$ cat src/rtl/hazard_pkg.sv
// rtl/hazard_pkg.sv - shared types and constants for the pipeline hazard controller
package hazard_pkg;

  typedef enum logic [1:0] {
    S_RUN       = 2'd0,
    S_JALR_WAIT = 2'd1,
    S_MEM_WAIT  = 2'd2
  } state_t;

  localparam logic [6:0] JALR_OPCODE = 7'b1100111;
  localparam logic [2:0] JALR_FUNCT3 = 3'b000;

  // Stall cycles a JALR needs before forwarding can supply its rs1 operand
  localparam logic [1:0] JALR_LOAD_WAIT = 2'd2;
  localparam logic [1:0] JALR_ALU_WAIT  = 2'd1;

  function automatic logic is_jalr_insn(input logic [6:0] opcode, input logic [2:0] funct3);
    return (opcode == JALR_OPCODE) && (funct3 == JALR_FUNCT3);
  endfunction

endpackage

$ cat src/rtl/sat_counter.sv
// rtl/sat_counter.sv - saturating up-counter with synchronous clear
module sat_counter #(
  parameter int WIDTH = 32
) (
  input  logic             clk,
  input  logic             clear,
  input  logic             inc,
  output logic [WIDTH-1:0] count
);

  // Count up on inc, stick at all-ones instead of wrapping
  always_ff @(posedge clk) begin
    if (clear) begin
      count <= '0;
    end else if (inc && (count != '1)) begin
      count <= count + WIDTH'(1);
    end
  end

endmodule

$ cat src/rtl/hazard_stall_controller.sv
// rtl/hazard_stall_controller.sv - stall, bubble and flush sequencing for hazards forwarding cannot cover
module hazard_stall_controller
  import hazard_pkg::*;
#(
  parameter int REGFILE_LEN     = 6,
  parameter int STALL_CNT_WIDTH = 32
) (
  input  logic                       clk,
  input  logic                       rst_n,
  input  logic [REGFILE_LEN-1:0]     rs1_IF_ID,
  input  logic [REGFILE_LEN-1:0]     rs2_IF_ID,
  input  logic                       uses_rs1_IF_ID,
  input  logic                       uses_rs2_IF_ID,
  input  logic                       is_jalr_IF_ID,
  input  logic                       reg_write_ID_EX,
  input  logic                       mem_read_ID_EX,
  input  logic [REGFILE_LEN-1:0]     rd_ID_EX,
  input  logic                       reg_write_EX_MEM,
  input  logic                       mem_read_EX_MEM,
  input  logic [REGFILE_LEN-1:0]     rd_EX_MEM,
  input  logic                       branch_taken_EX,
  input  logic                       dmem_req_EX_MEM,
  input  logic                       dmem_ready,
  output logic                       stall_PC,
  output logic                       stall_IF_ID,
  output logic                       stall_ID_EX,
  output logic                       stall_EX_MEM,
  output logic                       bubble_ID_EX,
  output logic                       bubble_MEM_WB,
  output logic                       flush_IF_ID,
  output logic [STALL_CNT_WIDTH-1:0] stall_count
);

  state_t     state, state_n, ret_state, ret_state_n, eff_state;
  logic [1:0] jalr_cnt, jalr_cnt_n;
  logic [1:0] jalr_wait;
  logic       ex_rs1, ex_rs2, mem_rs1;
  logic       lu_hit, mem_hold, cnt_clear;

  // Producer matches ignore x0 and instructions that do not write back
  assign ex_rs1  = reg_write_ID_EX && (rd_ID_EX != '0) && (rs1_IF_ID == rd_ID_EX);
  assign ex_rs2  = reg_write_ID_EX && (rd_ID_EX != '0) && (rs2_IF_ID == rd_ID_EX);
  assign mem_rs1 = reg_write_EX_MEM && (rd_EX_MEM != '0) && (rs1_IF_ID == rd_EX_MEM);

  assign lu_hit   = mem_read_ID_EX && ((uses_rs1_IF_ID && ex_rs1) || (uses_rs2_IF_ID && ex_rs2));
  assign mem_hold = dmem_req_EX_MEM && !dmem_ready;

  // A released memory wait is judged by the state it interrupted
  assign eff_state = (state == S_MEM_WAIT) ? ret_state : state;

  // JALR resolves its target in ID, so rs1 must be ready earlier than for ALU users
  always_comb begin
    jalr_wait = 2'd0;
    if (is_jalr_IF_ID) begin
      if (ex_rs1 && mem_read_ID_EX) begin
        jalr_wait = JALR_LOAD_WAIT;
      end else if (ex_rs1 || (mem_rs1 && mem_read_EX_MEM)) begin
        jalr_wait = JALR_ALU_WAIT;
      end
    end
  end

  // State register
  always_ff @(posedge clk) begin
    if (!rst_n) begin
      state     <= S_RUN;
      ret_state <= S_RUN;
      jalr_cnt  <= 2'd0;
    end else begin
      state     <= state_n;
      ret_state <= ret_state_n;
      jalr_cnt  <= jalr_cnt_n;
    end
  end

  // Next state: memory hold freezes everything, a taken branch cancels pending waits
  always_comb begin
    state_n     = state;
    ret_state_n = ret_state;
    jalr_cnt_n  = jalr_cnt;
    if (mem_hold) begin
      if (state != S_MEM_WAIT) begin
        ret_state_n = state;
      end
      state_n = S_MEM_WAIT;
    end else if (branch_taken_EX) begin
      state_n    = S_RUN;
      jalr_cnt_n = 2'd0;
    end else if (eff_state == S_JALR_WAIT) begin
      jalr_cnt_n = jalr_cnt - 2'd1;
      state_n    = (jalr_cnt_n == 2'd0) ? S_RUN : S_JALR_WAIT;
    end else if (jalr_wait == JALR_LOAD_WAIT) begin
      jalr_cnt_n = JALR_LOAD_WAIT - 2'd1;
      state_n    = S_JALR_WAIT;
    end else begin
      state_n = S_RUN;
    end
  end

  // Pipeline controls, combinational with no added latency
  always_comb begin
    stall_PC      = 1'b0;
    stall_IF_ID   = 1'b0;
    stall_ID_EX   = 1'b0;
    stall_EX_MEM  = 1'b0;
    bubble_ID_EX  = 1'b0;
    bubble_MEM_WB = 1'b0;
    flush_IF_ID   = 1'b0;
    if (!rst_n) begin
      stall_PC = 1'b0;
    end else if (mem_hold) begin
      stall_PC      = 1'b1;
      stall_IF_ID   = 1'b1;
      stall_ID_EX   = 1'b1;
      stall_EX_MEM  = 1'b1;
      bubble_MEM_WB = 1'b1;
    end else if (branch_taken_EX) begin
      flush_IF_ID  = 1'b1;
      bubble_ID_EX = 1'b1;
    end else if ((eff_state == S_JALR_WAIT) || (jalr_wait != 2'd0) || lu_hit) begin
      stall_PC     = 1'b1;
      stall_IF_ID  = 1'b1;
      bubble_ID_EX = 1'b1;
    end
  end

  assign cnt_clear = !rst_n;

  sat_counter #(
    .WIDTH (STALL_CNT_WIDTH)
  ) u_stall_counter (
    .clk   (clk),
    .clear (cnt_clear),
    .inc   (stall_PC),
    .count (stall_count)
  );

endmodule

$ cat config.mk
export PLATFORM = sky130hd
export DESIGN_NAME = hazard_stall_controller
export DESIGN_NICKNAME = d
export VERILOG_FILES = /design/src/rtl/hazard_pkg.sv /design/src/rtl/sat_counter.sv /design/src/rtl/hazard_stall_controller.sv
export SDC_FILE = /design/constraint.sdc
export NUM_CORES = 1
export LEC_CHECK = 0
export ABC_CLOCK_PERIOD_IN_PS = 3350
export CAP_MARGIN = 20
export CORE_MARGIN = 4
export CORE_UTILIZATION = 25
export DETAILED_ROUTE_END_ITERATION = 8
export PLACE_DENSITY_LB_ADDON = 0.12
export SETUP_SLACK_MARGIN = 0.4
export SYNTH_ARGS = -nofsm -noshare
export SYNTH_HDL_FRONTEND = slang
export SYNTH_HIERARCHICAL = 1
export SYNTH_SLANG_ARGS = --single-unit
$ cat constraint.sdc
create_clock -name clk -period 3.35 [get_ports clk]
set_clock_uncertainty 0.05 [all_clocks]
set_input_delay 0.335 -clock clk [delete_from_list [all_inputs] [get_ports clk]]
set_output_delay 0.335 -clock clk [all_outputs]
set_load 0.03 [all_outputs]
==> qor.yml, run 1 <==
r2r-end: "u_stall_counter/count[25]"
postCtsHoldBufs: 0
die_h_um: 104.0
start_util_pct: 26.05
drt-initial-drc-count: 113
holdPathEnd: "ret_state[0]"
synth-async-reset-ratio_pct: 0
pin_count: 75
startpoint: "rs1_IF_ID[3]"
synth.ff_latch_count: 38
p_per_area_nw_per_um2: 282.7
grt_pass1_wl_um: 11190
io_buffers: 74
met3_usage_pct: 3.600
syn-cell-area_um2: 2305
fin_setup_tns_ps: 0
multi_input_area_um2: 1518
vias: 2382
antenna_left: 0
hold_start: "state[0]"
critPathRequiredTime_ps: 3530
numClockSinks: 38
nFillCells: 951
maxSlewViolCount: 0
vdd_ir_drop_max_v: 0.0002609
diodes: 0
cts_max_level: 2
regArea_um2: 760.7
fmax_ghz: 0.3552
synth_edf_count: 0
setup_slack_ps: 534.3
clk_path_buf_depth: 2
tritoncts: "built"
slew-limit-headroom_pct: 57.84
setup_viol: 0
holdPathStages: 2
rsz0062_at_grt: "no"
hold_viol: 0
max_cap_violations: 0
drt-total-wl_um: 6787
insertion_delay_ps: 290
grt_max_degree: 39
final_nets: 400
grt_pass1_vias: 2313
grt-ovfl-total: 0
cts_made_buffers: 5
hold_ws_ps: 435.1
synth-seq-area-share_pct: 33.01
endpoint_kind: "register"
syn_to_final_growth_pct: 48.70
grtUsageMet2_pct: 20.98
worstSetupStartpointType: "input pin"
crit_fanout: 5
die_w_um: 104.0
synthFlopType: "dfxtp_1"
postLayoutCoreUtil_pct: 38.73
wl_per_cell_um: 14.41
ys_warn_count: 6
finalPower_w: 0.0009687
outcome: "complete, no violations"
p_leak_nw: 1.153
place_hpwl_um: 5090
fin_crit_sh_pct: 84.05
core_um2: 8848
drive_gt1_share_pct: 12.40
clk_pin_slew_ps: 80
reg2reg_setup_slack_ps: 790
yosysUniqueCellTypes: 48
avgViaCountPerCell: 5.057
min_period_ps: 2816
drtPass1Iterations: 4
r2r_cells: 11
synthCells: 279
crit_type: "in2reg"
syn_avg_cell_area_um2: 8.261
synth_nets: 317
drc_errors: 0
post-place-ws_ps: 60.12
row_count: 34
busiest_layer: "met2"
gp_congestion: 0.7378
hp-class: "reg2reg"
r2r-start: "state[0]"
tightest_slew_ps: 627.5
clockRootBuffer: "clkbuf_8"
grt_use_met1_pct: 14.78
grt_antenna_before_repair: 0
grt_usage_pct: 12.21
crit_arrival_ps: 3000
die_area_um2: 10820
-- cell usage after synthesis (all sizes together), types with 2 or more instances --
cell,instances,area (um^2)
a2111oi,2,17.52
nor3b,2,15.01
nor2b,3,18.77
and3,5,36.28
xnor2,16,140.1
nor2,19,71.32
nand2,16,60.06
mux2i,2,20.02
o21ai,14,70.07
or3,11,73.82
or4,14,105.1
a31oi,3,18.77
and4,4,35.03
nand2b,2,12.51
ha,2,25.02
nor3,7,40.04
mux2,2,22.52
a21oi,25,125.1
nand4,11,75.07
o31ai,12,90.09
dfxtp,38,760.7
xor2,9,78.83
clkbuf,9,33.78
inv,6,22.52
and2,2,12.51
nand3,18,95.09
nor4,8,56.30
buf,6,37.53
-- layout by cell type (no fill, tap or decap), types with 8 or more instances in the layout --
master	netlist	layout
xor2_1	9	9
nand2_1	16	15
buf_4	3	17
o31ai_1	12	12
dlymetal6s2s_1	0	8
nand4_1	10	10
a21oi_1	25	24
clkdlybuf4s50_1	0	63
nor2_1	19	19
xnor2_1	16	16
o21ai_0	12	12
nand3_1	17	16
dfxtp_1	38	38
or3_1	10	10
or4_1	14	13
-- per-stage QoR --
stage	std cells	instance area, um^2
floorplan	279	2328
detailed placement	459	3237
global route	471	3427
CTS	469	3354
finish	471	3427
global placement	459	3237
-- power by group --
group	switching [W]	leakage (nW)	total (W)	internal (W)
combinational	0.0000561	0.794	0.000121	0.0000653
clock	0.000170	0.0524	0.000393	0.000223
sequential	0.00000142	0.306	0.000454	0.000452
total	0.000228	1.15	0.000969	0.000741
-- logic make-up (layout without fill, tap and decap cells) --
kind of cell               after synthesis  after routing  share of synthesized area, %
and+or+nand+nor                        127            127                         33.28
AOI/OAI and AO/OA                       62             62                         17.21
DFF                                     38             38                         33.01
xor gates and xnor gates                25             25                         9.501
buffers and inverters                   21            105                         4.071
muxes                                    4              4                         1.846
adders and majority gates                2              2                         1.086
-- per-layer routing --
layer | part of all wire (%) | routed length, um | vias to the layer above
met5 | 0 | 0 | -
met1 | 46 | 3105 | 1111
li1 | - | - | 1210
met4 | 1.1 | 75 | 0
met3 | 6.5 | 439 | 8
met2 | 47 | 3166 | 53
-- critical path, stage by stage --
cell and delay (ps):
clkdlybuf4s50_1 460, xor2_1 180, nor4_1 270, nand2_1 160, a31oi_4 190, nand4_1 200, nor4_4 300, buf_4 180
nand3_2 70, or4_4 520, a21oi_2 120
-- registers in the layout, indices dropped and copies added (netlist names) --
name                   cells
jalr_cnt                   2
ret_state                  2
u_stall_counter/count     32
state                      2
-- final cells by class --
class	count	share of cell area, %
multi-input cells	220	44.29
repair buffers	91	25.81
flip-flops and latches	38	22.20
well taps	108	3.943
clock buffers	7	2.227
clock inverters	1	0.8762
inverters	6	0.6572
-- how the worst max path moves through the flow --
| stage | to | slack, ps | cells after the start |
|---|---|---|---|
| 2_1_floorplan | u_stall_counter/count[31] | 430 | 10 |
| 3_3_place_gp | u_stall_counter/count[31] | 120 | 11 |
| 3_5_place_dp | u_stall_counter/count[31] | 60 | 11 |
| 4_1_cts | u_stall_counter/count[31] | 410 | 11 |
| 5_1_grt | u_stall_counter/count[25] | 370 | 12 |
| 6_report | u_stall_counter/count[25] | 530 | 11 |
-- timing repair --
| action | 4_1_cts | 5_1_grt |
|---|---|---|
| gates cloned | 0 | 0 |
| setup buffers | 2 | 2 |
| gates resized for setup | 3 | 17 |
| pin swaps | 5 | 13 |
| setup endpoints to repair | 6 | 12 |
Power figures use the tool's default switching activity.
==> run 2: changes to the inputs <==
--- a/config.mk
+++ b/config.mk
@@ -5,7 +5,7 @@
 export SDC_FILE = /design/constraint.sdc
 export NUM_CORES = 1
 export LEC_CHECK = 0
-export ABC_CLOCK_PERIOD_IN_PS = 3350
+export ABC_CLOCK_PERIOD_IN_PS = 2850
 export CAP_MARGIN = 20
 export CORE_MARGIN = 4
 export CORE_UTILIZATION = 25
==> constraint.sdc (replaced) <==
create_clock -name clk -period 2.85 [get_ports clk]
set_clock_uncertainty 0.05 [all_clocks]
set_input_delay 0.285 -clock clk [delete_from_list [all_inputs] [get_ports clk]]
set_output_delay 0.285 -clock clk [all_outputs]
set_load 0.03 [all_outputs]
==> qor.yml, run 2 (synthesis results as in run 1) <==
layout_commonest_cell: "clkdlybuf4s50_1"
outcome: "complete, no violations"
holdPathStages: 2
row_count: 34
hold_viol: 0
tightest_slew_ps: 523.6
fmax_ghz: 0.4096
postLayoutCoreUtil_pct: 41.57
drc_errors: 0
final_nets: 426
finalPower_w: 0.001098
setup_viol: 0
grt_pass1_vias: 2469
die_h_um: 104.0
syn_to_final_growth_pct: 59.61
grt_antenna_before_repair: 0
r2r-end: "u_stall_counter/count[25]"
r2r_cells: 11
r2r-start: "state[0]"
endpoint_kind: "register"
cts_max_level: 2
layout_common_cells: "40 x clkdlybuf4s50_1, 38 x buf_4, 36 x dfxtp_1"
grt_pass1_wl_um: 11730
max_cap_violations: 0
drt-total-wl_um: 7209
vdd_ir_drop_max_v: 0.0001471
crit_arrival_ps: 2620
rsz0062_at_grt: "yes"
fin_crit_sh_pct: 85.67
pin_count: 75
wl_per_cell_um: 14.51
io_buffers: 74
diodes: 0
clk_path_buf_depth: 2
worstSetupStartpointType: "input pin"
m1WireLength_um: 3096
hp-class: "reg2reg"
place_hpwl_um: 5241
antenna_left: 0
slew-limit-headroom_pct: 64.82
p_leak_nw: 1.308
maxSlewViolCount: 0
clk_pin_slew_ps: 80
hold_start: "ret_state[0]"
p_per_area_nw_per_um2: 298.5
wl_met2_um: 3529
critPathRequiredTime_ps: 3030
crit_fanout: 4
insertion_delay_ps: 290
min_period_ps: 2442
vias: 2521
core_um2: 8848
drive_gt1_share_pct: 28.79
clockRootBuffer: "clkbuf_8"
postCtsHoldBufs: 0
regMostFlops: "u_stall_counter/count"
grt-ovfl-total: 0
drtPass1Iterations: 5
die_area_um2: 10820
grt_usage_pct: 12.91
crit_type: "in2reg"
reg2reg_setup_slack_ps: 470
numClockSinks: 38
gp_congestion: 0.8050
largest_register_ffs: 32
tritoncts: "built"
avgViaCountPerCell: 5.072
cts_made_buffers: 5
wl_met3_um: 506
drt-initial-drc-count: 43
top_layer: "met4"
die_w_um: 104.0
start_util_pct: 26.05
grt_max_degree: 39
holdPathEnd: "ret_state[0]"
[run 2: changes by cell type in the layout (fill, tap and decap cells not counted), moves of 3 or more]
cell,before,now
buf_6,0,11
xnor2_1,16,10
dlygate4sd2_1,3,6
dlymetal6s2s_1,8,3
buf_4,17,38
xnor2_2,0,6
clkbuf_2,0,7
buf_2,0,8
clkdlybuf4s50_1,63,40
[run 2: cell type report]
class | count | area [um^2]
fillers | 934 | 5170
multi-input cells | 220 | 1633
repair buffers | 117 | 1030
flip-flops and latches | 38 | 763.2
well taps | 108 | 135.1
clock buffers | 6 | 82.58
inverters | 6 | 22.52
clock inverters | 2 | 12.51
[run 2: worst max-delay path, cell delays in order]
cell,delay (ps)
buf_6,90
xnor2_2,150
nand3_2,110
nor4_4,290
o21ai_2,120
a31oi_4,190
nand4_1,120
buf_6,150
nor4_4,230
buf_4,180
nand3_2,70
or4_1,480
a21oi_1,140
[run 2: how the worst max path moves through the flow]
stage	from	endpoint	cells after the start
6_report	rs2_IF_ID[0]	u_stall_counter/count[25]	13
5_1_grt	rd_ID_EX[2]	u_stall_counter/count[25]	13
4_1_cts	rd_EX_MEM[5]	u_stall_counter/count[31]	12
3_5_place_dp	rd_ID_EX[0]	u_stall_counter/count[31]	12
3_3_place_gp	rd_ID_EX[0]	u_stall_counter/count[31]	12
2_1_floorplan	rd_ID_EX[0]	u_stall_counter/count[31]	10
[run 2: repair_timing]
| item | 4_1_cts | 5_1_grt |
|---|---|---|
| setup endpoints to repair | 33 | 22 |
| buffers inserted | 14 | 5 |
| cloned | 0 | 0 |
| gates resized for setup | 81 | 55 |
| pin swaps | 23 | 28 |
[run 2: per-layer routing]
layer / global-route usage (%) / up-vias
li1: - / 1258
met1: 15.17 / 1179
met2: 22.79 / 78
met3: 4.407 / 6
met4: 2.564 / 0
met5: 0 / -
[run 2: per-stage QoR]
stage / hold slack, ps / setup slack [ps] / std cells / instance area (um^2) / TNS, ps
floorplan: 313.9 / 89.78 / 279 / 2345 / 0
global placement: 408.7 / -288.8 / 470 / 3346 / -2970
detailed placement: 420.8 / -333.4 / 470 / 3346 / -3782
CTS: 432.6 / 278.6 / 492 / 3548 / 0
global route: 459.4 / 244.3 / 497 / 3679 / 0
finish: 434.6 / 408.3 / 497 / 3679 / 0
[run 2: power by group]
part | internal, W | switching [W] | total, W
clock network | 0.000195 | 0.000198 | 0.000392
logic | 0.0000898 | 0.0000819 | 0.000172
registers | 0.000532 | 0.00000226 | 0.000534
total | 0.000816 | 0.000282 | 0.00110
